**config.mk**
```make
export PLATFORM = sky130hd
export DESIGN_NAME = stack_pc
export DESIGN_NICKNAME = d
export VERILOG_FILES = /design/src/rtl/stack_pc.sv
export SDC_FILE = /design/constraint.sdc
export NUM_CORES = 1
export LEC_CHECK = 0
export ABC_AREA = 1
export CAP_MARGIN = 10
export CORE_UTILIZATION = 30
export DETAILED_ROUTE_END_ITERATION = 8
export GPL_ROUTABILITY_DRIVEN = 0
export GPL_TIMING_DRIVEN = 0
export PLACE_DENSITY = 0.61
export SLEW_MARGIN = 0
export SYNTH_ARGS = -nofsm -noshare
export SYNTH_HDL_FRONTEND = slang
export SYNTH_SLANG_ARGS = --single-unit
```
**constraint.sdc**
```tcl
create_clock -name clock -period 2.85 [get_ports clock]
set_input_delay 0.57 -clock clock [delete_from_list [all_inputs] [get_ports clock]]
set_output_delay 0.57 -clock clock [all_outputs]
set_load 0.02 [all_outputs]
```
**src/rtl/stack_pc.sv**
```systemverilog
// Microsequenced control unit for the stack operative part (PO): one command per
// req/ack handshake, Moore-decoded alpha (select) and beta (write-enable) lines.
module stack_pc #(
  parameter int MAX_SCAN = 1024,
  parameter int SCAN_W   = 11
) (
  input  logic       clock,
  input  logic       reset_n,
  input  logic       req,
  input  logic [2:0] op,
  output logic       ack,
  output logic       err,
  output logic       busy,
  input  logic       hd_full,
  input  logic       hd_empty,
  input  logic       match,
  input  logic       i_end,
  output logic       alpha_k1,
  output logic       alpha_k2,
  output logic       alpha_k3,
  output logic       alpha_k4,
  output logic       alpha_k5,
  output logic       alpha_k_ind,
  output logic       alpha_k_i,
  output logic       alpha_k_esito,
  output logic       alpha_k_dataout,
  output logic       alpha_k_mem1,
  output logic       alpha_k_mem2,
  output logic [2:0] alpha_alu2,
  output logic [2:0] alpha_alu3,
  output logic [2:0] alpha_alu4,
  output logic       beta_hd,
  output logic       beta_ind,
  output logic       beta_i,
  output logic       beta_esito,
  output logic       beta_datain,
  output logic       beta_dataout,
  output logic       beta_mem
);

  localparam logic [3:0] S_IDLE     = 4'd0;
  localparam logic [3:0] S_LOAD     = 4'd1;
  localparam logic [3:0] S_PUSH_W   = 4'd2;
  localparam logic [3:0] S_PUSH_INC = 4'd3;
  localparam logic [3:0] S_POP_DEC  = 4'd4;
  localparam logic [3:0] S_POP_RD   = 4'd5;
  localparam logic [3:0] S_TOP_RD   = 4'd6;
  localparam logic [3:0] S_CLR      = 4'd7;
  localparam logic [3:0] S_S_INIT   = 4'd8;
  localparam logic [3:0] S_S_CMP    = 4'd9;
  localparam logic [3:0] S_S_NEXT   = 4'd10;
  localparam logic [3:0] S_S_HIT    = 4'd11;
  localparam logic [3:0] S_DONE     = 4'd12;
  localparam logic [3:0] S_ERR      = 4'd13;

  localparam logic [2:0] OP_NOP    = 3'd0;
  localparam logic [2:0] OP_PUSH   = 3'd1;
  localparam logic [2:0] OP_POP    = 3'd2;
  localparam logic [2:0] OP_TOP    = 3'd3;
  localparam logic [2:0] OP_CLEAR  = 3'd4;
  localparam logic [2:0] OP_SEARCH = 3'd5;

  localparam logic [2:0] ALU_INC  = 3'd1;
  localparam logic [2:0] ALU_DEC  = 3'd2;
  localparam logic [2:0] ALU_ZERO = 3'd3;

  localparam logic [SCAN_W-1:0] SCAN_LIMIT = SCAN_W'(MAX_SCAN);

  logic [3:0]        state_q, state_d;
  logic [2:0]        op_q, op_d;
  logic [SCAN_W-1:0] scan_q, scan_d;

  always_ff @(posedge clock) begin
    if (!reset_n) begin
      state_q <= S_IDLE;
      op_q    <= OP_NOP;
      scan_q  <= '0;
    end else begin
      state_q <= state_d;
      op_q    <= op_d;
      scan_q  <= scan_d;
    end
  end

  // Flags are only consulted in LOAD and S_CMP; every other state has a fixed successor.
  always_comb begin
    state_d = state_q;
    op_d    = op_q;
    scan_d  = scan_q;
    case (state_q)
      S_IDLE: begin
        if (req) begin
          op_d = op;
          if (op != OP_NOP) state_d = S_LOAD;
        end
      end
      S_LOAD: begin
        case (op_q)
          OP_PUSH:   state_d = hd_full  ? S_ERR : S_PUSH_W;
          OP_POP:    state_d = hd_empty ? S_ERR : S_POP_DEC;
          OP_TOP:    state_d = hd_empty ? S_ERR : S_TOP_RD;
          OP_CLEAR:  state_d = S_CLR;
          OP_SEARCH: state_d = S_S_INIT;
          default:   state_d = S_ERR;
        endcase
      end
      S_PUSH_W:   state_d = S_PUSH_INC;
      S_PUSH_INC: state_d = S_DONE;
      S_POP_DEC:  state_d = S_POP_RD;
      S_POP_RD:   state_d = S_DONE;
      S_TOP_RD:   state_d = S_DONE;
      S_CLR:      state_d = S_DONE;
      S_S_INIT: begin
        scan_d  = '0;
        state_d = S_S_CMP;
      end
      S_S_CMP: begin
        if (i_end)                     state_d = S_DONE;
        else if (match)                state_d = S_S_HIT;
        else if (scan_q == SCAN_LIMIT) state_d = S_ERR;
        else                           state_d = S_S_NEXT;
      end
      S_S_NEXT: begin
        scan_d  = scan_q + SCAN_W'(1);
        state_d = S_S_CMP;
      end
      S_S_HIT: state_d = S_DONE;
      S_DONE:  state_d = S_IDLE;
      S_ERR:   state_d = S_IDLE;
      default: state_d = S_IDLE;
    endcase
  end

  // Zero-valued selects (k_i, k_dataout, k_mem1 = 0) are the defaults below.
  always_comb begin
    ack             = 1'b0;
    err             = 1'b0;
    busy            = (state_q != S_IDLE);
    alpha_k1        = 1'b0;
    alpha_k2        = 1'b0;
    alpha_k3        = 1'b0;
    alpha_k4        = 1'b0;
    alpha_k5        = 1'b0;
    alpha_k_ind     = 1'b0;
    alpha_k_i       = 1'b0;
    alpha_k_esito   = 1'b0;
    alpha_k_dataout = 1'b0;
    alpha_k_mem1    = 1'b0;
    alpha_k_mem2    = 1'b0;
    alpha_alu2      = 3'd0;
    alpha_alu3      = 3'd0;
    alpha_alu4      = 3'd0;
    beta_hd         = 1'b0;
    beta_ind        = 1'b0;
    beta_i          = 1'b0;
    beta_esito      = 1'b0;
    beta_datain     = 1'b0;
    beta_dataout    = 1'b0;
    beta_mem        = 1'b0;
    case (state_q)
      S_LOAD:     beta_datain = 1'b1;
      S_PUSH_W:   beta_mem = 1'b1;
      S_PUSH_INC: begin
        alpha_alu2 = ALU_INC;
        beta_hd    = 1'b1;
      end
      S_POP_DEC: begin
        alpha_alu2 = ALU_DEC;
        beta_hd    = 1'b1;
      end
      S_POP_RD:   beta_dataout = 1'b1;
      S_TOP_RD: begin
        alpha_k_mem2 = 1'b1;
        beta_dataout = 1'b1;
      end
      S_CLR: begin
        alpha_alu2 = ALU_ZERO;
        beta_hd    = 1'b1;
      end
      S_S_INIT: begin
        alpha_alu3 = ALU_ZERO;
        beta_i     = 1'b1;
        beta_esito = 1'b1;
      end
      S_S_NEXT: begin
        alpha_alu3 = ALU_INC;
        beta_i     = 1'b1;
      end
      S_S_HIT: begin
        alpha_k_esito = 1'b1;
        beta_esito    = 1'b1;
      end
      S_DONE: ack = 1'b1;
      S_ERR: begin
        ack = 1'b1;
        err = 1'b1;
      end
      default: ;
    endcase
  end

endmodule

```
# Yosys cells after proc, flatten, opt, wreduce, memory -nomap -nowiden
# Index checks and enable logic that the tools add are counted.
# classes
muxes	23
eq_ne	21
addsub	1
n_reduce_logical	12
# op_table
operator	count
$pmux 4 s7	1
$eq 4x4->1 const B	6
$pmux 11 s2	1
$mux 4	5
$pmux 4 s5	1
$eq 4x3->1 const B	4
$add 11x1->11 const B	1
$eq 11x11->1 const B	1
$mux 1	10
$mux 3	3
$eq 4x2->1 const B	2
$reduce_or 2->1	4
$eq 3x2->1 const B	2
$eq 3x3->1 const B	2
$pmux 2 s3	1
$reduce_or 5->1	1
$eq 4x1->1 const B	1
$logic_not 4->1	1
$ne 2x2->1 const B	2
$pmux 2 s2	1
$reduce_and 2->1	2
$reduce_bool 4->1	1
$eq 3x1->1 const B	1
$reduce_bool 3->1	1
other kinds (2)	2
# totals
input_bits	10
word_cells	60
reg_bits	18
output_inout_bits	30

# Logic depth before layout (Yosys ltp)
# depth
ltp_word	5
depth_mapped	9
ltp_nobuf	9

# Worst setup path before layout
# No wires, ideal clock.
# synth_timing
path_type	register to output
start	reg state_q[2]
end	out alpha_alu3[0]
stages_incl_launch_ff	5
path_buffers	1
t_arrival_ns	0.979
setup_slack_ns	1.301
required_time_ns	2.280
path_cell_list	dfxtp_1 -> inv_4 -> nand3_4 -> inv_1 -> buf_4
# synth_between
elab_chain_cells	2
word_cells_on_any_way	3
cone_classes	2 x eq/ne; 1 x mux
# synth_rtl
item	line_no	source
start: declaration	69	logic [3:0] state_q, state_d;
start signal: assignment	79	state_q <= state_d;
$eq 4x4->1	160	case (state_q)
$pmux 2 s2 (*)	160	
end: declaration	30	output logic [2:0] alpha_alu3,
# Every way passes the cells marked *; elsewhere a longest branch is shown, timed or not.

# Worst setup path after layout
# Same ends and word-level chain as after synthesis.

==> run_results.csv <==
group,metric,value,unit
layout,drive_gt1_share,16.7,%
worst_setup_path,critical_path.slowest_cell,"clkdlybuf4s50_1",
worst_setup_path,critPathKind,"flip-flop to output port",
place,io_buffers,23,
clock_tree,clk_pin_slew,70,ps
job,maxCapViolCount,0,
layout,synthToLayoutAreaGrowth,29.2,%
synth,synth_fa_ha_area_share,2.72,%
synth,ys_ff_latch,18,
place,dp_hpwl,2270,um
drt,drtPass1Iterations,4,
sta,tns,0,ps
drt,wire_per_inst,9.48,um
sta,finClkSkew,1.06,ps
sta,setup_violations,0,
drt,drt-total-wl,2870,um
die,ios,40,
pwr,powerDensity,653,nW/um2
min_path,hold_path_class,"flip-flop to flip-flop",
sta,fin_crit,2320,ps
grt,antenna_found_initial,0,
synth,synth_xor_area_share,0,%
clock_tree,cts_hold_buf,0,
layout,multi_input_area,833,um2
synth,yosysWarnings,0,
grt,grt_max_degree,11,
synth,yosysUniqueCellTypes,31,
sta,hold_viol,0,
layout,fillers,460,
clock_tree,clk_path_buf_depth,2,
synth,synth_mux_area_share,0,%
worst_setup_path,startpoint_type,"flip-flop",
clock_tree,cts.sink_count,18,
grt,gr-total-overflow,0,
sta,final.period_utilization,81.5,%
pwr,max-vdd-ir-drop,287,uV
sta,grt_setup_unrepaired,"false",
clock_tree,cts_tree,"built",
drt,drtIter0Drc,72,
worst_setup_path,required,2280,ps
die,die_h,69.8,um
synth,yosys.area_share.simple,38.8,%
die,core_region_area,4380,um2
synth,synth_compound_area_share,14.9,%
sta,setup_ws,527,ps
layout,nets,265,
synth,synth_area,1380,um2
synth,ys_seq_area_share,26.2,%
layout,final_util,40.6,%
grt,grt_pass1_vias,1129,
layout,final_cells,303,
worst_setup_path,crit_path_cell_trace,"inv_4, nand3_4, inv_1, buf_4, clkdlybuf4s50_1",
drt,drc,0,
layout,seq_area,360,um2
drt,vias_per_cell,4.41,
grt,grt_pass1_wl,4830,um
clock_tree,root_buffer,"clkbuf_8",
synth,netlist_instances,210,
place,dp_worst_setup_slack,786,ps
run_status,status,"completed",
drt,via_count,1336,
worst_setup_path,cp_max_fo,10,
worst_setup_path,critPathMaxStageDelay,580,ps
pwr,p_leak,0.771,nW
layout,antenna_cells,0,
synth,avgSynthCellArea,6.56,um2
die,fp-row-count,24,
die,dieArea,4870,um2
clock_tree,cts_resized,0,
pwr,total_power,0.00116,W
place,place_inst,299,
sta,report.final.slew_viol_count,0,
clock_tree,numCtsBuffers,3,
clock_tree,cts_setup_buffers,0,
clock_tree,clock_latency,250,ps
grt,grt_use_total,12.1,%
worst_setup_path,crit_arrival,1750,ps
sta,fmax,430,MHz
clock_tree,htree_levels,1,
die,initial_core_util,31.4,%
die,die_w,69.8,um
drt,drtAntennaViolNets,0,
worst_setup_path,worstSetupEndpointType,"output port",
synth,synth_top_family_by_area,"simple AND/OR/NAND/NOR gates",
[critical path: cells and delay by family (launching register included)]
| kind | cells | cell delay, ps |
|---|---|---|
| AND/OR/NAND/NOR | 1 | 160 |
| buffers and inverters | 4 | 940 |
| flip-flops | 1 | 390 |
[worst paths after layout]
kind / startpoint / to / slack, ps / cells past startpoint
max: state_q[2] / alpha_alu3[0] / 530 / 5
min: scan_q[4] / scan_q[4] / 510 / 2
max reg2reg: op_q[2] / state_q[1] / 1480 / 8
min reg2reg: scan_q[4] / scan_q[4] / 510 / 2
[cells in the final DEF (no fill, tap or decap), types with 4 or more instances in the layout]
cell type,n
a21oi_1,19
conb_1,15
clkdlybuf4s50_1,23
nand2_1,40
clkbuf_8,4
dfxtp_1,18
o21ai_0,10
inv_1,23
nand3_1,17
nor2_1,28
nor2_4,5
buf_4,16
[synthesized netlist by cell type (all sizes together)]
cell type	n	share of area, %
nor2	36	13
inv	26	7.3
a221oi	1	1.1
ha	3	2.7
o22ai	1	0.45
conb	1	0.27
a21oi	19	6.9
buf	18	9.9
a21boi	1	0.55
nand3	20	8.9
nand3b	2	1.1
nand2	43	13
and2	1	0.45
o31ai	1	0.55
nor3	4	1.8
nand4	1	0.45
dfxtp	18	26
o21ai	14	5.4
[sequential cells by signal, indices dropped and copies added (netlist names)]
register	cells
scan_q	11
state_q	4
op_q	3
[kinds of logic (layout without fill, tap and decap cells)]
kind of cell               after synthesis  after routing
AOI/OAI and AO/OA                       37             37
adders and majority gates                3              3
buffers and inverters                   44             71
DFF                                     18             18
other                                    1             15
and+or+nand+nor                        107            107
[metal layers]
| layer | GRT usage (%) | part of all wire [%] | vias to the layer above |
|---|---|---|---|
| li1 | - | - | 728 |
| met1 | 16.0 | 49 | 578 |
| met2 | 19.4 | 46 | 28 |
| met3 | 3.49 | 5.1 | 2 |
| met4 | 2.67 | 0.49 | 0 |
| met5 | 0 | 0 | - |
[power breakdown]
part / switching (W) / leakage [nW] / total, W / internal, W
clock network: 0.0000885 / 0.0288 / 0.000211 / 0.000123
logic: 0.000372 / 0.596 / 0.000620 / 0.000248
registers: 0.0000433 / 0.146 / 0.000331 / 0.000287
[per-stage QoR]
step / hold slack, ps / cell area [um2]
detailed placement: 502 / 1730
global route: 530 / 1780
CTS: 513 / 1780
floorplan: 472 / 1430
finish: 510 / 1780
global placement: 496 / 1730
[area by class of cell]
class | instances | share of cell area (%)
plain buffers | 18 | 7.66
well taps | 52 | 3.65
clock buffers | 4 | 3.09
multi-input cells | 162 | 46.8
repair buffers | 23 | 12.9
inverters | 26 | 5.62
flip-flops and latches | 18 | 20.2
No activity file was read; power rests on OpenSTA's default activity.
